### src/rtl/layer1_weight_arbiter_pkg.sv
// Shared types and sizing for the Layer 1 weight-storage arbiter.
// The row width comes from the global network sizing macros. Fallback values
// are provided so the block still elaborates when it is built on its own.
`ifndef RELU_NODES
`define RELU_NODES 4
`endif
`ifndef LAYER_1_BIT_WIDTH
`define LAYER_1_BIT_WIDTH 8
`endif

package layer1_weight_arbiter_pkg;

    localparam int ADDR_W_DEF = 10;
    localparam int DATA_W_DEF = `RELU_NODES * `LAYER_1_BIT_WIDTH;

    // IDLE: writes allowed. FRAME: reads only. FLUSH: drain one held write.
    typedef enum logic [1:0] {
        ST_IDLE  = 2'd0,
        ST_FRAME = 2'd1,
        ST_FLUSH = 2'd2
    } arbState_e;

endpackage

### src/rtl/layer1_weight_arbiter_hold.sv
// weight_write_hold: a one-entry holding register for loader writes.
// Ports:
//   clk, reset      - clock, asynchronous active-low reset
//   wr_req/wr_is_bias/wr_addr/wr_data - loader write request and payload
//   commit          - the arbiter is writing the held entry to storage this cycle
//   wr_ack          - payload captured this cycle
//   wr_busy         - entry occupied and not draining this cycle
//   full, holdAddr, holdData, holdBias - the held entry
module weight_write_hold
    import layer1_weight_arbiter_pkg::*;
#(
    parameter int ADDR_W = ADDR_W_DEF,
    parameter int DATA_W = DATA_W_DEF
) (
    input  logic              clk,
    input  logic              reset,
    input  logic              wr_req,
    input  logic              wr_is_bias,
    input  logic [ADDR_W-1:0] wr_addr,
    input  logic [DATA_W-1:0] wr_data,
    input  logic              commit,
    output logic              wr_ack,
    output logic              wr_busy,
    output logic              full,
    output logic [ADDR_W-1:0] holdAddr,
    output logic [DATA_W-1:0] holdData,
    output logic              holdBias
);

    // A committing entry frees the slot in the same cycle, so a new capture
    // can overlap the commit and streaming writes run at one per cycle.
    assign wr_ack  = wr_req && (!full || commit);
    assign wr_busy = full && !commit;

    always_ff @(posedge clk or negedge reset) begin
        if (!reset) begin
            full     <= 1'b0;
            holdAddr <= '0;
            holdData <= '0;
            holdBias <= 1'b0;
        end else begin
            if (wr_ack) begin
                full     <= 1'b1;
                holdAddr <= wr_addr;
                holdData <= wr_data;
                holdBias <= wr_is_bias;
            end else if (commit) begin
                full <= 1'b0;
            end
        end
    end

endmodule

### src/rtl/layer1_weight_arbiter.sv
// layer1_weight_arbiter: owns the single Layer 1 weight-storage port and
// shares it between the host loader (writes) and the compute sequencer (reads),
// keeping weights frozen while a frame is being accumulated.
// Ports:
//   clk, reset                      - clock, asynchronous active-low reset
//   frame_start, frame_done         - frame boundary pulses from compute
//   rd_req, rd_addr, rd_ack         - compute read request / accept
//   rd_valid, rd_data               - registered read response (next cycle)
//   wr_req, wr_is_bias, wr_addr, wr_data, wr_ack, wr_busy - loader write side
//   mem_addr, mem_wdata, mem_weight_we, mem_bias_we, mem_rdata - storage port
//   frame_active, frame_reads, protocol_err - status
module layer1_weight_arbiter
    import layer1_weight_arbiter_pkg::*;
#(
    parameter int ADDR_W = ADDR_W_DEF,
    parameter int DATA_W = DATA_W_DEF
) (
    input  logic              clk,
    input  logic              reset,
    input  logic              frame_start,
    input  logic              frame_done,
    input  logic              rd_req,
    input  logic [ADDR_W-1:0] rd_addr,
    output logic              rd_ack,
    output logic              rd_valid,
    output logic [DATA_W-1:0] rd_data,
    input  logic              wr_req,
    input  logic              wr_is_bias,
    input  logic [ADDR_W-1:0] wr_addr,
    input  logic [DATA_W-1:0] wr_data,
    output logic              wr_ack,
    output logic              wr_busy,
    output logic [ADDR_W-1:0] mem_addr,
    output logic [DATA_W-1:0] mem_wdata,
    output logic              mem_weight_we,
    output logic              mem_bias_we,
    input  logic [DATA_W-1:0] mem_rdata,
    output logic              frame_active,
    output logic [ADDR_W:0]   frame_reads,
    output logic              protocol_err
);

    localparam logic [ADDR_W:0] READS_MAX = {1'b1, {ADDR_W{1'b0}}};
    localparam logic [ADDR_W:0] READS_ONE = (ADDR_W+1)'(1);

    arbState_e         state;
    logic              inFrame;
    logic              commit;
    logic              holdFull;
    logic              holdBias;
    logic [ADDR_W-1:0] holdAddr;
    logic [DATA_W-1:0] holdData;
    logic              protoViol;

    assign inFrame = (state == ST_FRAME);
    // Storage is written whenever the port is not reserved for reads.
    assign commit  = holdFull && !inFrame;

    weight_write_hold #(
        .ADDR_W (ADDR_W),
        .DATA_W (DATA_W)
    ) uHold (
        .clk        (clk),
        .reset      (reset),
        .wr_req     (wr_req),
        .wr_is_bias (wr_is_bias),
        .wr_addr    (wr_addr),
        .wr_data    (wr_data),
        .commit     (commit),
        .wr_ack     (wr_ack),
        .wr_busy    (wr_busy),
        .full       (holdFull),
        .holdAddr   (holdAddr),
        .holdData   (holdData),
        .holdBias   (holdBias)
    );

    assign rd_ack        = inFrame && rd_req;
    assign mem_wdata     = commit ? holdData : '0;
    assign mem_weight_we = commit && !holdBias;
    assign mem_bias_we   = commit && holdBias;
    assign frame_active  = inFrame;

    always_comb begin
        mem_addr = '0;
        if (inFrame)     mem_addr = rd_addr;
        else if (commit) mem_addr = holdAddr;
    end

    assign protoViol = (rd_req && !inFrame)
                    || (frame_start && state != ST_IDLE)
                    || (frame_done && !inFrame);

    always_ff @(posedge clk or negedge reset) begin
        if (!reset) begin
            state        <= ST_IDLE;
            rd_valid     <= 1'b0;
            rd_data      <= '0;
            frame_reads  <= '0;
            protocol_err <= 1'b0;
        end else begin
            rd_valid <= rd_ack;
            if (rd_ack) begin
                rd_data <= mem_rdata;
                if (frame_reads != READS_MAX) frame_reads <= frame_reads + READS_ONE;
            end
            // A fresh frame always restarts the count, even over a same-cycle read.
            if (frame_start) frame_reads <= '0;
            if (protoViol)   protocol_err <= 1'b1;

            unique case (state)
                ST_IDLE:  if (frame_start) state <= ST_FRAME;
                ST_FRAME: if (frame_done)  state <= holdFull ? ST_FLUSH : ST_IDLE;
                ST_FLUSH: state <= ST_IDLE;
                default:  state <= ST_IDLE;
            endcase
        end
    end

endmodule
### config.mk
export PLATFORM = sky130hd
export DESIGN_NAME = layer1_weight_arbiter
export DESIGN_NICKNAME = d
export VERILOG_FILES = /design/src/rtl/layer1_weight_arbiter_pkg.sv /design/src/rtl/layer1_weight_arbiter_hold.sv /design/src/rtl/layer1_weight_arbiter.sv
export SDC_FILE = /design/constraint.sdc
export NUM_CORES = 1
export LEC_CHECK = 0
export ABC_AREA = 1
export ABC_CLOCK_PERIOD_IN_PS = 1700
export CORE_ASPECT_RATIO = 1.5
export CORE_UTILIZATION = 42
export DETAILED_ROUTE_END_ITERATION = 8
export GPL_TIMING_DRIVEN = 0
export PLACE_DENSITY = 0.81
export SLEW_MARGIN = 20
export SYNTH_ARGS = -nofsm -noshare
export SYNTH_HDL_FRONTEND = slang
export SYNTH_SLANG_ARGS = --single-unit
### constraint.sdc
create_clock -name clk -period 1.7 [get_ports clk]
set_clock_uncertainty 0.05 [all_clocks]
set_input_delay 0.34 -clock clk [delete_from_list [all_inputs] [get_ports clk]]
set_output_delay 0.34 -clock clk [all_outputs]
set_load 0.005 [all_outputs]
==> impl_metrics.csv, run 1 <==
group,metric,value,unit
run_status,status,"finished with violations",
run_status,violations,"negative setup slack",
die,core_area,0.00936,mm^2
route,dr.pass1.iters,4,
cts,cts-root-buf,"clkbuf_16",
cts,insertion_delay,340,ps
critical_path,cp-start-kind,"flip-flop",
cts,clk_pin_slew,70,ps
place,dpl_cell_area,0.00608,mm^2
cts,cts_tree,"done",
synth,syn-cell-area,0.00409,mm^2
layout,final.fill_count,692,
hold_path,min_from,"rd_data[13]",
grt,grt_pass1_wl,20000,um
critical_path,crit_required,1310,ps
cts,clockBufferDepth,2,
grt,grt_max_degree,56,
cts,cts.sinks,91,
route,vias,4363,
critical_path,rrSetupSlack,20,ps
layout,drive_gt1_frac,0.247,
die,start_util,0.437,
place,portBuffers,183,
timing,fmax,483,MHz
critical_path,reg2reg_to,"uHold.holdAddr[6]",
critical_path,r2r-start,"state[0]",
synth,synth_cell_types,23,
grt,grt_overflow,0,
timing,fin_ws,-369,ps
timing,setup-tns-final,-9510,ps
critical_path,worstSetupPathType,"flip-flop to output port",
grt,top_usage_layer,"met2",
grt,grt_pass1_vias,4328,
layout,layout.nets,858,
place,place_inst,812,
die,num_rows,43,
place,place_worst_setup_slack,-609,ps
route,antenna_left,0,
route,drc,0,
timing,rsz0062_at_grt,"yes",
timing,final_max_slew_viol_count,0,
route,drt-vias-per-instance,4.95,
layout,fin_cells,882,
synth,synth-seq-cells,91,
critical_path,reg2regPathDepth,12,
critical_path,critPathMaxFanout,4,
synth,ys_warn_count,0,
route,drt_iter0_markers,191,
hold_path,whs_endpoint,"rd_data[13]",
critical_path,critPathCaptureType,"output port",
grt,met1_usage,0.277,
place,dp_hpwl,8800,um
timing,fin_crit_sh,1.22,
critical_path,crit_arrival,1680,ps
die,die_w,82.5,um
grt,grt.met2_usage,0.487,
synth,avgSynthCellArea,7.92,um^2
die,pin_count,184,
cts,numCtsBuffers,9,
layout,diodes,0,
power,vdd_drop_max,0.000741,V
synth,syn_inst,516,
grt,grt_util_all_layers,0.265,
hold_path,hp-class,"flip-flop to flip-flop",
timing,worst_slew_margin_rel,0.663,
grt,use_met3,0.0639,
timing,setup_violations,48,
route,wl_per_cell,15.0,um
cts,htreeDepth,3,
power,powerDensity,1360,mW/mm^2
job,maxCapViolCount,0,
timing,hold_viol_final,0,
layout,area_growth,70.9,%
die,die_area,0.0101,mm^2
route,wl,13200,um
synth,ys_seq_area_frac,0.557,
synth,synth_fp_nets,609,
timing,layout_min_cycle_time,2070,ps
grt,antenna_found_initial,0,
hold_path,min_path_cells,2,
layout,final_area,0.00699,mm^2
place,gp_congestion,0.897,
power,p_leak,3.53,nW
die,die_h,123,um
timing,worstMarginPinSlew,506,ps
-- what timing repair did --
action                                  in CTS  in global routing
endpoints found under the hold margin       36                  0
gates cloned                                 4                  1
pin swaps                                    7                  0
endpoints found under the setup margin      58                124
resized for setup                          274                 46
hold buffers                                 1                  0
setup buffers                               33                 21
-- cell usage in the layout, fill, tap and decap left out, types with 6 or more instances in the layout --
cell type / n
nand2_1: 207
clkdlybuf4s50_1: 132
dfrtp_1: 81
inv_1: 46
buf_2: 44
buf_4: 33
nor2_1: 32
o21ai_1: 29
buf_6: 26
nand3_1: 22
o21ai_0: 14
nor2_2: 10
clkbuf_16: 10
dfrtp_2: 10
nor2_4: 9
clkbuf_2: 7
nand2_2: 6
-- cell type report --
| class | count | area (um^2) | area share |
|---|---|---|---|
| multi-input cells | 353 | 1670 | 0.239 |
| inverters | 50 | 198 | 0.0283 |
| well taps | 112 | 140 | 0.0201 |
| flip-flops and latches | 91 | 2290 | 0.328 |
| repair buffers | 238 | 2170 | 0.311 |
| clock inverters | 6 | 65.1 | 0.00931 |
| clock buffers | 10 | 239 | 0.0342 |
| plain buffers | 22 | 214 | 0.0306 |
-- cells in the mapped netlist --
cell	count	share of area
o21ai_2	4	0.0086
nor3_1	1	0.0012
dfrtp_1	91	0.56
buf_6	4	0.011
o21bai_1	1	0.0018
nor2_1	50	0.046
inv_1	47	0.043
xor2_1	2	0.0043
buf_2	8	0.0098
nand4_1	2	0.0031
inv_2	3	0.0028
nand3_1	26	0.032
nand2_1	213	0.20
o21ai_1	24	0.029
clkbuf_1	10	0.0092
ha_1	2	0.0061
clkbuf_2	1	0.0012
nand2_2	3	0.0046
o31ai_1	1	0.0018
nand3b_1	2	0.0037
or2_2	1	0.0015
nor2_4	1	0.0028
o21ai_0	19	0.023
-- worst max-delay path by stage --
stage / slack (ps) / cells past startpoint / to / start
after floorplan: 280 / 5 / mem_wdata[10] / state[1]
after global placement: -3000 / 1 / uHold.holdData[30] / reset
after detailed placement: -610 / 5 / rd_ack / rd_req
after CTS: -290 / 9 / mem_addr[7] / state[0]
after global routing: -410 / 9 / mem_addr[7] / state[0]
final: -370 / 9 / mem_addr[7] / state[0]
-- registers in the layout, summed over array words and instances (netlist names) --
signal          flops
rd_data            32
uHold.holdData     32
frame_reads        11
uHold.holdAddr     10
state               2
protocol_err        1
rd_valid            1
uHold.full          1
uHold.holdBias      1
-- logic make-up (layout without fill, tap and decap cells) --
| logic type | after synthesis | in the layout | synth area share |
|---|---|---|---|
| and+or+nand+nor | 299 | 300 | 0.290 |
| xor gates and xnor gates | 2 | 2 | 0.00429 |
| adders and majority gates | 2 | 2 | 0.00612 |
| DFF | 91 | 91 | 0.557 |
| AOI/OAI and AO/OA | 49 | 49 | 0.0649 |
| buffers and inverters | 73 | 326 | 0.0772 |
-- stage by stage --
stage                     hold WS, ps  utilization  total power, mW
after detailed placement          297        0.650             6.63
after global placement            413        0.647             6.51
final                             428        0.746             9.48
after floorplan                 -5.59            -             4.53
after CTS                         433        0.721             9.32
after global routing              447        0.746             10.1
-- per-layer routing --
layer,part of all wire,vias to the layer above
met5,0,-
met4,0.027,0
li1,-,2079
met3,0.065,30
met1,0.36,2067
met2,0.55,187
-- power breakdown --
part	internal [mW]	switching (mW)
clock	1.18	0.851
sequential	2.86	0.371
combinational	2.32	1.91
total	6.36	3.13
-- worst max-delay path, cell delays in order (launching register included) --
cell      delay [ps]
dfrtp_1          380
inv_2             60
nor2_4           160
inv_4             80
clkbuf_8         140
buf_6            120
buf_6            110
nand3_2           70
nand2_1           70
buf_2            140
No activity file was read; power rests on OpenSTA's default activity.
==> inputs of run 2 (changes only) <==
ABC_AREA = default   (was 1)
PLACE_DENSITY = 0.78   (was 0.81)
==> run 2 against run 1 <==
Effect of this change: the run still ends with negative setup slack left; cell area increased by 6.4%; non-clock buffer count is 1 lower; register-to-register slack got worse by 350 ps; setup slack got worse by 40 ps; maximum frequency is 1.9% lower; routed wire length down 7.8%; cell count fell by 22%; sequential share of layout area decreased by 2.0 points; clock-buffer cell count is the same; core utilization is 2.1 points higher; area after synthesis is 2.9% higher; total power rose by 17%; largest power group unchanged; highest routed layer unchanged.
==> impl_metrics.csv, run 2 <==
group,metric,value,unit
layout,final_area,0.00743,mm^2
route,dr.pass1.iters,4,
cts,clk_pin_slew,60,ps
critical_path,critPathMaxFanout,4,
route,antenna_left,0,
synth,syn-cell-area,0.00421,mm^2
place,place_worst_setup_slack,-763,ps
place,place_inst,609,
layout,drive_gt1_frac,0.470,
cts,cts.sinks,91,
place,gp_congestion,0.767,
critical_path,reg2regPathDepth,10,
die,core_area,0.00969,mm^2
die,die_w,83.7,um
timing,setup_violations,90,
cts,insertion_delay,330,ps
synth,synth_cell_types,39,
synth,synth_compound_area_frac,0.0289,
synth,avgSynthCellArea,13.6,um^2
cts,cts-root-buf,"clkbuf_16",
layout,layout.nets,659,
layout,reg_top3,"rd_data (32), uHold.holdData (32), frame_reads (11)",
grt,grt_pass1_wl,18600,um
synth,ys_seq_area_frac,0.542,
synth,ys_top_cells_by_count,"dfrtp_1, mux2_4, and2_1, mux2_2, nand2_1",
layout,area_growth,76.7,%
route,drt_iter0_markers,99,
layout,final_cell_mix,"clkdlybuf4s50_1, dfrtp_1, buf_6",
hold_path,min_path_cells,1,
critical_path,crit_arrival,1720,ps
timing,fmax,474,MHz
synth,ys_warn_count,0,
timing,fin_crit_sh,1.24,
run_status,status,"finished with violations",
power,powerDensity,1490,mW/mm^2
route,drt-vias-per-instance,4.99,
hold_path,hp-class,"flip-flop to flip-flop",
place,dp_hpwl,7780,um
die,die_area,0.0104,mm^2
timing,setup-tns-final,-26820,ps
critical_path,worstSetupPathType,"flip-flop to output port",
die,start_util,0.434,
timing,worst_slew_margin_rel,0.660,
timing,rsz0062_at_grt,"yes",
layout,final_common_cell,"clkdlybuf4s50_1",
critical_path,cp-start-kind,"flip-flop",
die,num_rows,44,
power,totalPowerFinal,11.1,mW
timing,final_max_slew_viol_count,0,
cts,numCtsBuffers,9,
grt,grt_max_degree,56,
synth,synth_area_leaders,"dfrtp_1, mux2_4, mux2_2",
cts,cts_tree,"done",
run_status,violations,"negative setup slack",
layout,diodes,0,
synth,synth.most_common_cell,"dfrtp_1",
power,vdd_drop_max,0.000898,V
synth,synthMuxAreaShare,0.238,
grt,antenna_found_initial,0,
synth,synth_edf_count,0,
place,portBuffers,183,
synth,yosys_most_used_dff,"dfrtp_1",
synth,synth_xor_area_frac,0.0146,
synth,synth_top_family_by_area,"multiplexers",
synth,synthAdderAreaFrac,0.00595,
die,pin_count,184,
critical_path,critPathCaptureType,"output port",
layout,utilization,0.767,
grt,grt_overflow,0,
synth,synth-seq-cells,91,
layout,fin_cells,685,
grt,grt_util_all_layers,0.227,
synth,async_flop_share,1.00,
timing,worstMarginPinSlew,511,ps
place,dpl_cell_area,0.00621,mm^2
critical_path,crit_required,1310,ps
synth,yosys.area_share.simple,0.134,
route,wl,12200,um
synth,syn_inst,310,
route,vias,3419,
grt,grt_pass1_vias,3645,
cts,clockBufferDepth,2,
synth,netlist.area_leader.share,0.542,
layout,final.fill_count,612,
timing,layout_min_cycle_time,2110,ps
job,maxCapViolCount,0,
die,die_h,125,um
timing,fin_ws,-408,ps
power,p_leak,3.44,nW
cts,htreeDepth,3,
route,wl_per_cell,17.8,um
synth,synth_fp_nets,403,
timing,hold-worst-slack,437,ps
route,drc,0,
timing,hold_viol_final,0,
synth,yosysTopAreaCell,"dfrtp_1",
run 2: power breakdown:
part	internal (mW)	switching [mW]	leakage, nW
Sequential	2.95	0.465	1.08
Combinational	3.78	1.81	2.21
Clock	1.28	0.792	0.152
Total	8.01	3.06	3.44
run 2: cell type report:
| class | count | area (um^2) | share of cell area |
|---|---|---|---|
| plain buffers | 12 | 184 | 0.0247 |
| multi-input cells | 198 | 1940 | 0.260 |
| clock inverters | 5 | 78.8 | 0.0106 |
| repair buffers | 247 | 2540 | 0.342 |
| inverters | 7 | 33.8 | 0.00455 |
| flip-flops and latches | 91 | 2280 | 0.307 |
| well taps | 115 | 144 | 0.0194 |
| clock buffers | 10 | 229 | 0.0308 |
run 2: timing repair:
action / CTS / global route
hold buffers: 1 / 0
buffers inserted: 36 / 22
resized for setup: 279 / 72
hold endpoints to repair: 36 / 0
setup endpoints to repair: 84 / 118
pin swaps: 20 / 11
gates cloned: 3 / 6
run 2: cells by family after synthesis:
family,after synthesis
simple gates,94
xor+xnor,7
buf+inv,21
compound gates,19
mux,76
flops,91
fa+ha+maj,2
run 2: final timing paths:
kind	from	endpoint	slack [ps]
setup / recovery	state[1]	mem_addr[5]	-410
hold / removal	rd_data[5]	rd_data[5]	440
setup reg to reg	state[1]	uHold.holdAddr[0]	-330
hold reg to reg	rd_data[5]	rd_data[5]	440
max in group asynchronous	reset	frame_reads[0]	470
min in group asynchronous	reset	rd_data[23]	470
run 2: per-layer routing:
metal / wire (um) / global-route usage / vias up
met1: 4310 / 0.240 / 1694
met3: 642 / 0.0616 / 29
met4: 372 / 0.0907 / 0
met2: 6890 / 0.420 / 131
met5: 0 / 0 / -
li1: - / - / 1565
run 2: worst max-delay path, stage by stage (launching register included):
cell and delay (ps):
dfrtp_1 370, and2b_4 300, buf_6 110, buf_6 100
buf_6 90, buf_6 90, buf_6 90, nand2_2 40
o21ai_1 60, buf_2 130
